===== config.mk =====
export PLATFORM = sky130hd
export DESIGN_NAME = mds_serial_mix
export DESIGN_NICKNAME = d
export VERILOG_FILES = /design/src/rtl/mds_pkg.sv /design/src/rtl/mul2.sv /design/src/rtl/mds_serial_mix.sv
export SDC_FILE = /design/constraint.sdc
export NUM_CORES = 1
export LEC_CHECK = 0
export ABC_AREA = 1
export BUFFER_PORTS_ARGS = -buffer_cell sky130_fd_sc_hd__buf_2
export CORE_MARGIN = 2
export CORE_UTILIZATION = 38
export CTS_CLUSTER_SIZE = 10
export DETAILED_ROUTE_END_ITERATION = 16
export PLACE_DENSITY = 0.68
export SLEW_MARGIN = 0
export SYNTH_ARGS = -nofsm -noshare
export SYNTH_HDL_FRONTEND = slang
export SYNTH_SLANG_ARGS = --single-unit
export TNS_END_PERCENT = 100

===== constraint.sdc =====
create_clock -name clk -period 1.3 [get_ports clk]
set_input_delay 0.13 -clock clk [delete_from_list [all_inputs] [get_ports clk]]
set_output_delay 0.13 -clock clk [all_outputs]
set_load 0.02 [all_outputs]

===== src/rtl/mds_pkg.sv =====
// Shared types and constants for the bit-serial MDS matrix-vector multiplier
// over GF(2)[x]/(x^8+x^2+1).
package mds_pkg;

    typedef logic [7:0] elem_t;

    typedef enum logic [1:0] {
        IDLE = 2'd0,
        RUN  = 2'd1,
        DONE = 2'd2
    } state_t;

    localparam elem_t RED = 8'h05;

    // circulant(2,3,1,1); M[i][j] lives at bits [8*(4*i+j)+:8]
    localparam logic [127:0] DEFAULT_MATRIX = 128'h02010103_03020101_01030201_01010302;

endpackage


===== src/rtl/mul2.sv =====
// Multiply-by-x in GF(2)[x]/(x^8+x^2+1): shift left, fold bit 8 back as x^2+1.
module mul2
    import mds_pkg::*;
(
    input  elem_t a,
    output elem_t y
);

    // doubling with conditional reduction
    always_comb begin
        if (a[7]) begin
            y = {a[6:0], 1'b0} ^ RED;
        end else begin
            y = {a[6:0], 1'b0};
        end
    end

endmodule


===== src/rtl/mds_serial_mix.sv =====
// Bit-serial 4x4 matrix-vector multiply: one Horner step (double, then add the
// columns selected by coefficient bit cnt) per row per cycle, MSB first.
module mds_serial_mix
    import mds_pkg::*;
#(
    parameter logic [127:0] MATRIX = DEFAULT_MATRIX
)
(
    input  logic        clk,
    input  logic        rst,
    input  logic        in_valid,
    output logic        in_ready,
    input  logic [31:0] in_data,
    output logic        out_valid,
    input  logic        out_ready,
    output logic [31:0] out_data
);

    state_t      state_r;
    state_t      state_next_s;
    elem_t [3:0] x_r;
    elem_t [3:0] acc_r;
    elem_t [3:0] nxt_s;
    logic  [2:0] cnt_r;
    logic        accept_s;
    logic        step_s;
    logic        in_ready_r;
    logic        out_valid_r;

    // Next-state and datapath control decode
    always_comb begin
        state_next_s = state_r;
        accept_s     = 1'b0;
        step_s       = 1'b0;
        case (state_r)
            IDLE: begin
                if (in_valid) begin
                    accept_s     = 1'b1;
                    state_next_s = RUN;
                end else begin
                    state_next_s = IDLE;
                end
            end
            RUN: begin
                step_s = 1'b1;
                if (cnt_r == 3'd0) begin
                    state_next_s = DONE;
                end else begin
                    state_next_s = RUN;
                end
            end
            DONE: begin
                if (out_ready) begin
                    state_next_s = IDLE;
                end else begin
                    state_next_s = DONE;
                end
            end
            default: begin
                state_next_s = IDLE;
            end
        endcase
    end

    // State register; handshake flags are registered from the next state
    always_ff @(posedge clk) begin
        if (rst) begin
            state_r     <= IDLE;
            in_ready_r  <= 1'b1;
            out_valid_r <= 1'b0;
        end else begin
            state_r     <= state_next_s;
            in_ready_r  <= (state_next_s == IDLE);
            out_valid_r <= (state_next_s == DONE);
        end
    end

    // Operand capture, accumulator update and bit counter
    always_ff @(posedge clk) begin
        if (rst) begin
            x_r   <= 32'h0000_0000;
            acc_r <= 32'h0000_0000;
            cnt_r <= 3'd0;
        end else if (accept_s) begin
            x_r   <= in_data;
            acc_r <= 32'h0000_0000;
            cnt_r <= 3'd7;
        end else if (step_s) begin
            acc_r <= nxt_s;
            cnt_r <= cnt_r - 3'd1;
        end else begin
            x_r   <= x_r;
            acc_r <= acc_r;
            cnt_r <= cnt_r;
        end
    end

    // Per row: double the accumulator, add every x_j whose coefficient has bit cnt set
    for (genvar i = 0; i < 4; i++) begin : g_row
        elem_t       dbl_s;
        elem_t [3:0] sel_s;

        mul2 u_mul2 (
            .a (acc_r[i]),
            .y (dbl_s)
        );

        for (genvar j = 0; j < 4; j++) begin : g_col
            localparam elem_t COEF = MATRIX[8*(4*i+j) +: 8];
            assign sel_s[j] = COEF[cnt_r] ? x_r[j] : 8'h00;
        end

        assign nxt_s[i] = dbl_s ^ sel_s[0] ^ sel_s[1] ^ sel_s[2] ^ sel_s[3];
    end

    assign in_ready  = in_ready_r;
    assign out_valid = out_valid_r;
    assign out_data  = acc_r;

endmodule


Word-level counts from Yosys, hierarchy flattened

Memories as Yosys holds them, arrays and structs flattened. A register that Yosys moved wholly into a read port is not among the register bits.
Index checks and enable logic that the tools add are counted.

Output and inout bits: 34
Flip-flop bits (word level): 71
Bits of input ports: 36
Logic and storage cells: 79
Memories: 3
ROM bits: 24

Eq/ne operators: 3
Muxes and demuxes: 34
Reduce and logical (&&, ||, !) cells: 5
$add $sub $neg: 1
Bitwise operators: 20
Magnitude comparators: 1

Memories:

| memory          | words | width | rd ports | clocked after Yosys merged registers in | wr ports | RTL line              | RTL |
|---|---|---|---|---|---|---|---|
| (no name shown) | 8     | 1     | 1        | 1                                       | 0        | mds_serial_mix.sv:110 | `assign sel_s[j] = COEF[cnt_r] ? x_r[j] : 8'h00;` |
| (no name shown) | 8     | 1     | 1        | 1                                       | 0        | mds_serial_mix.sv:110 |  |
| (no name shown) | 8     | 1     | 1        | 1                                       | 0        | mds_serial_mix.sv:110 |  |

Operator list:

| kind                | number |
|---|---|
| $xor 8x8->8         | 16 |
| $mux 8              | 12 |
| $mux 3              | 12 |
| $not 2->2           | 4 |
| $mux 1              | 7 |
| $pmux 2 s3          | 1 |
| $eq 2x2->1 const B  | 2 |
| $logic_not 2->1     | 2 |
| $lt 3x4->1 const B  | 1 |
| $mux 2              | 2 |
| $logic_not 3->1     | 1 |
| $sub 3x1->3 const B | 1 |
| $eq 2x1->1 const B  | 1 |
| $reduce_bool 2->1   | 1 |
| $reduce_or 2->1     | 1 |

Depth between registers and ports, before layout

Depth in word-level cells: 7
Mapped depth: 12
Gate-level depth less buffers: 10

Hierarchy

Synthesis repeated with hierarchy kept, for this count alone.

Cells, all modules: 1091
Area total of the unflattened synthesis: 5758.0 µm²

Modules (own cells, without submodules):

| module         | cells an instance | instances | area an instance (µm²) |
|---|---|---|---|
| mds_serial_mix | 1043              | 1         | 5472.7 |
| mul2           | 12                | 4         | 71.3 |

Worst setup path before layout

No wires, ideal clock.

Path type: register -> register
Start: reg (tool-made name)
End: reg acc_r (netlist bit out_data[29])
Setup slack: 115 ps
Period minus slack after synthesis: 1185 ps
Cell stages (with the launch flop): 10
Library setup time: 109 ps
Path buffers: 3
Arrival time: 1076 ps
Cell sequence: dfxtp_1 -> buf_4 -> buf_6 -> buf_4 -> nand2_1 -> nand3_1 -> nand3b_1 -> nand3_1 -> nand2_1 -> inv_1

RTL lines:

| element              | RTL line             | RTL |
|---|---|---|
| to (signal assigned) | mds_serial_mix.sv:89 | `acc_r <= nxt_s;` |
| to (signal assigned) | mds_serial_mix.sv:93 | `acc_r <= acc_r;` |
| to (decl)            | mds_serial_mix.sv:22 | `elem_t [3:0] acc_r;` |

Final worst setup path

Start: reg state_r[0]
End: reg x_r[0] (netlist bit)

Word-level cells in the longest chain between the ends: 2

Ends and longest elaborated chain:

| element                | RTL line             | RTL |
|---|---|---|
| from (decl)            | mds_serial_mix.sv:19 | `state_t state_r;` |
| from (signal assigned) | mds_serial_mix.sv:72 | `state_r <= state_next_s;` |
| $logic_not 2->1        | mds_serial_mix.sv:35 | `case (state_r)` |
| $mux 1                 | mds_serial_mix.sv:35 |  |
| to (signal assigned)   | mds_serial_mix.sv:85 | `x_r <= in_data;` |
| to (signal assigned)   | mds_serial_mix.sv:92 | `x_r <= x_r;` |
| to (decl)              | mds_serial_mix.sv:21 | `elem_t [3:0] x_r;` |

No other way between the ends.
A chain may end at the register's enable or synchronous reset.

==> summary.md <==
| Metric | Value |
|---|---|
| Status | `finished, violations left` |
| Failing checks | `negative setup slack` |
| Aggregate global-route resource usage | `20.6%` |
| Hold Crit Endpoint | `cnt_r[1]$_SDFFE_PP0N_` |
| Initial core utilization | `39.1%` |
| WP data arrival | `1.60 ns` |
| Final period util | `105%` |
| GP Congestion | `approximately 0.94` |
| Family with the most delay on the worst path | `buffers and inverters` |
| Pwr/cell area | `~1200 nW/um2` |
| Io pins | `70` |
| Routed length per instance | `13.2 um` |
| Leak pwr | `between 3 and 4 nW` |
| Largest net degree at the start of global routing | `32` |
| CTS root buffer | `clkbuf_16` |
| Setup violators final | `34` |
| Worst path most repeated cell | `nor2_1` |
| Remaining Overflow, GRT | `0` |
| Hold buffers post-CTS | `0` |
| Die Width | `approximately 120 um` |
| Die area | `14700 um2` |
| DRT antenna net count | `0` |
| Fmax achieved | `between 700 and 800 MHz` |
| Max cap viols | `0` |
| WP buf/inv | `4` |
| Yosys warning total | `0` |
| Clock Sinks | `74` |
| Netlist cell types | `25` |
| Tmin final | `around 1.4 ns` |
| Hold/Removal Path Class | `in2reg` |
| Yosys top cell by area | `nand2_1` |
| Synthesis-stage register bit count | `74` |
| Rel. slew slack | `between 70% and 80%` |
| H-tree depth | `3` |
| Hold path depth | `2` |
| Row count | `42` |
| Worst VDD drop | `0.000864 V` |
| Design area | `6930 um2` |
| Synth-to-layout area growth | `32.6%` |
| RSZ-0062 raised after global routing | `yes` |
| R2R cell count | `7` |
| Fin. max-slew vios | `0` |
| Initial antenna violation count | `0` |
| DRT Wirelength | `about 16000 um` |
| DP HPWL | `10400 um` |
| Sequential area share after synthesis | `28.4%` |
| Min setup slack post-route | `-0.0632 ns` |
| Slowest cell on the critical path | `dfxtp_2` |
| Die H | `121 um` |
| Count leader, synth | `nand2_1` |
| Number of global-route vias before repair | `5333` |
| Number of synthesized flops with an enable pin | `0` |
| Slowest stage delay, CP | `0.35 ns` |
| Synth top area share | `between 20% and 30%` |
| Ranking of synthesized cells by area | `nand2_1, dfxtp_1, nand3_1, inv_1, nor2_1` |
| Syn Nets | `981` |
| Final Core Density | `between 50% and 60%` |
| Port-buffer cells | `69` |
| TritonCTS clock tree | `done` |
| Reg2reg start | `state_r[0]$_SDFF_PP0_` |
| CP cell instances | `inv_4 > nand3_4 > buf_6 > clkinvlp_4 > clkbuf_16 > nor2_1 > nor2_1` |
| Flop2flop setup slack | `-0.06 ns` |
| R2R Path End | `x_r[0]$_SDFFE_PP0P_` |
| Fraction of layout cells with a size suffix above 1 | `24.4%` |
| Clock-pin slew on the worst setup and hold paths | `0.06 ns` |
| CP Launch Type | `flop` |
| Vias per inst | `between 4 and 5` |
| CTS Buf Count | `9` |
| Area post-placement | `5890 um2` |
| DRC viols | `0` |
| Slew @ Worst Pin | `0.330 ns` |
| Vias | `5965` |
| DR pass1 iterations | `5` |
| Skew final | `around 0.0057 ns` |
| Primary FF master, synth | `dfxtp_1` |
| Mapped cell area | `5220 um2` |
| Clock latency at the later pin of the worst-skew pair | `0.34 ns` |
| Crit-path max FO | `10` |
| First-pass GRT wire length | `roughly 24000 um` |
| Final Total Pwr | `8.48 mW` |
| Final-stage net count | `between 1000 and 1500` |
| Hold Crit Start | `rst` |
| Crit. End Element | `flop` |
| Cell count after synthesis | `943` |
| Setup WS pre-CTS | `-0.0468 ns` |
| DR iter-0 viols | `approximately 470` |
| Syn avg cell area | `5.54 um2` |
| Setup_tns | `-1.08 ns` |
| Crit Path Class | `reg2reg` |
| Critical Path RT | `1.53 ns` |
| Ant diodes | `0` |
| Post-synth top cells | `nand2_1, inv_1, nand3_1, dfxtp_1, nor2_1` |
| Layout Cells excl Fill | `1216` |
| Core area | `13300 um2` |
| Min Hold Slack | `0.0255 ns` |
| Placed cells | `1183` |
| Longest Clk Path Bufs | `2` |
| Final Hold Viols | `0` |
| Async set-reset flop share out of synthesis | `0%` |
[cell type report]
| class | count | area (um2) |
|---|---|---|
| repair buffers | 116 | 1000 |
| fillers | 1406 | 6420 |
| clock buffers | 12 | 246 |
| clock inverters | 3 | 40.0 |
| inverters | 145 | 556 |
| well taps | 176 | 220 |
| flip-flops and latches | 74 | 1500 |
| multi-input cells | 690 | 3360 |
[where the power goes]
group          switching (mW)  internal [mW]
combinational            1.83           1.30
sequential              0.362           2.51
clock                   0.960           1.52
[cell families after synthesis]
| logic type | Yosys count | synth area share [%] |
|---|---|---|
| flops | 74 | 28.4 |
| buf+inv | 179 | 14.4 |
| compound gates | 74 | 7.19 |
| simple gates | 604 | 47.9 |
| fa+ha+maj | 2 | 0.479 |
| xor+xnor | 10 | 1.68 |
[sequential cells by signal, summed over array words and instances (netlist names), named ones only]
name / count
out_data: 32
x_r: 32
state_r: 2
out_valid: 1
in_ready: 1
cnt_r: 3
[worst max path at each step]
stage / to / start / cells past startpoint
6_report: x_r[0]$_SDFFE_PP0P_ / state_r[0]$_SDFF_PP0_ / 7
3_3_place_gp: flop / cnt_r[0]$_SDFFE_PP0N_ / 6
3_5_place_dp: flop / state_r[0]$_SDFF_PP0_ / 7
5_1_grt: x_r[5]$_SDFFE_PP0P_ / state_r[0]$_SDFF_PP0_ / 7
2_1_floorplan: out_data[29]$_SDFFE_PP0N_ / flop / 9
4_1_cts: out_data[6]$_SDFFE_PP0N_ / flop / 10
[cells in the final DEF (no fill, tap or decap), drive strengths merged]
cell type,n
clkinv,4
dfxtp,74
clkinvlp,1
nand2,411
nor3,1
o21ai,38
a21oi,34
xnor2,1
buf,109
nand3b,9
nand4,1
ha,2
clkbuf,19
inv,142
xor2,9
nand3,111
o21a,2
nor2,71
bufinv,1
[timing repair]
action / CTS / global route
setup endpoints to repair: 47 / 66
gates resized for setup: 8 / 134
buffers inserted: 2 / 6
pin swaps: 0 / 19
cloned: 1 / 9
[layer usage]
layer / vias up / share of wire (%) / GRT usage, %
li1: 3070 / - / -
met1: 2661 / 44 / 27.1
met2: 197 / 45 / 33.6
met3: 37 / 6.9 / 2.96
met4: 0 / 3.5 / 8.84
met5: - / 0 / 0
[worst register-to-register path: stages (launching register included)]
cell	delay [ns]
dfxtp_2	0.35
inv_4	0.05
nand3_4	0.09
buf_6	0.12
clkinvlp_4	0.24
clkbuf_16	0.28
nor2_1	0.09
nor2_1	0.05
No activity file was read; power rests on OpenSTA's default activity.
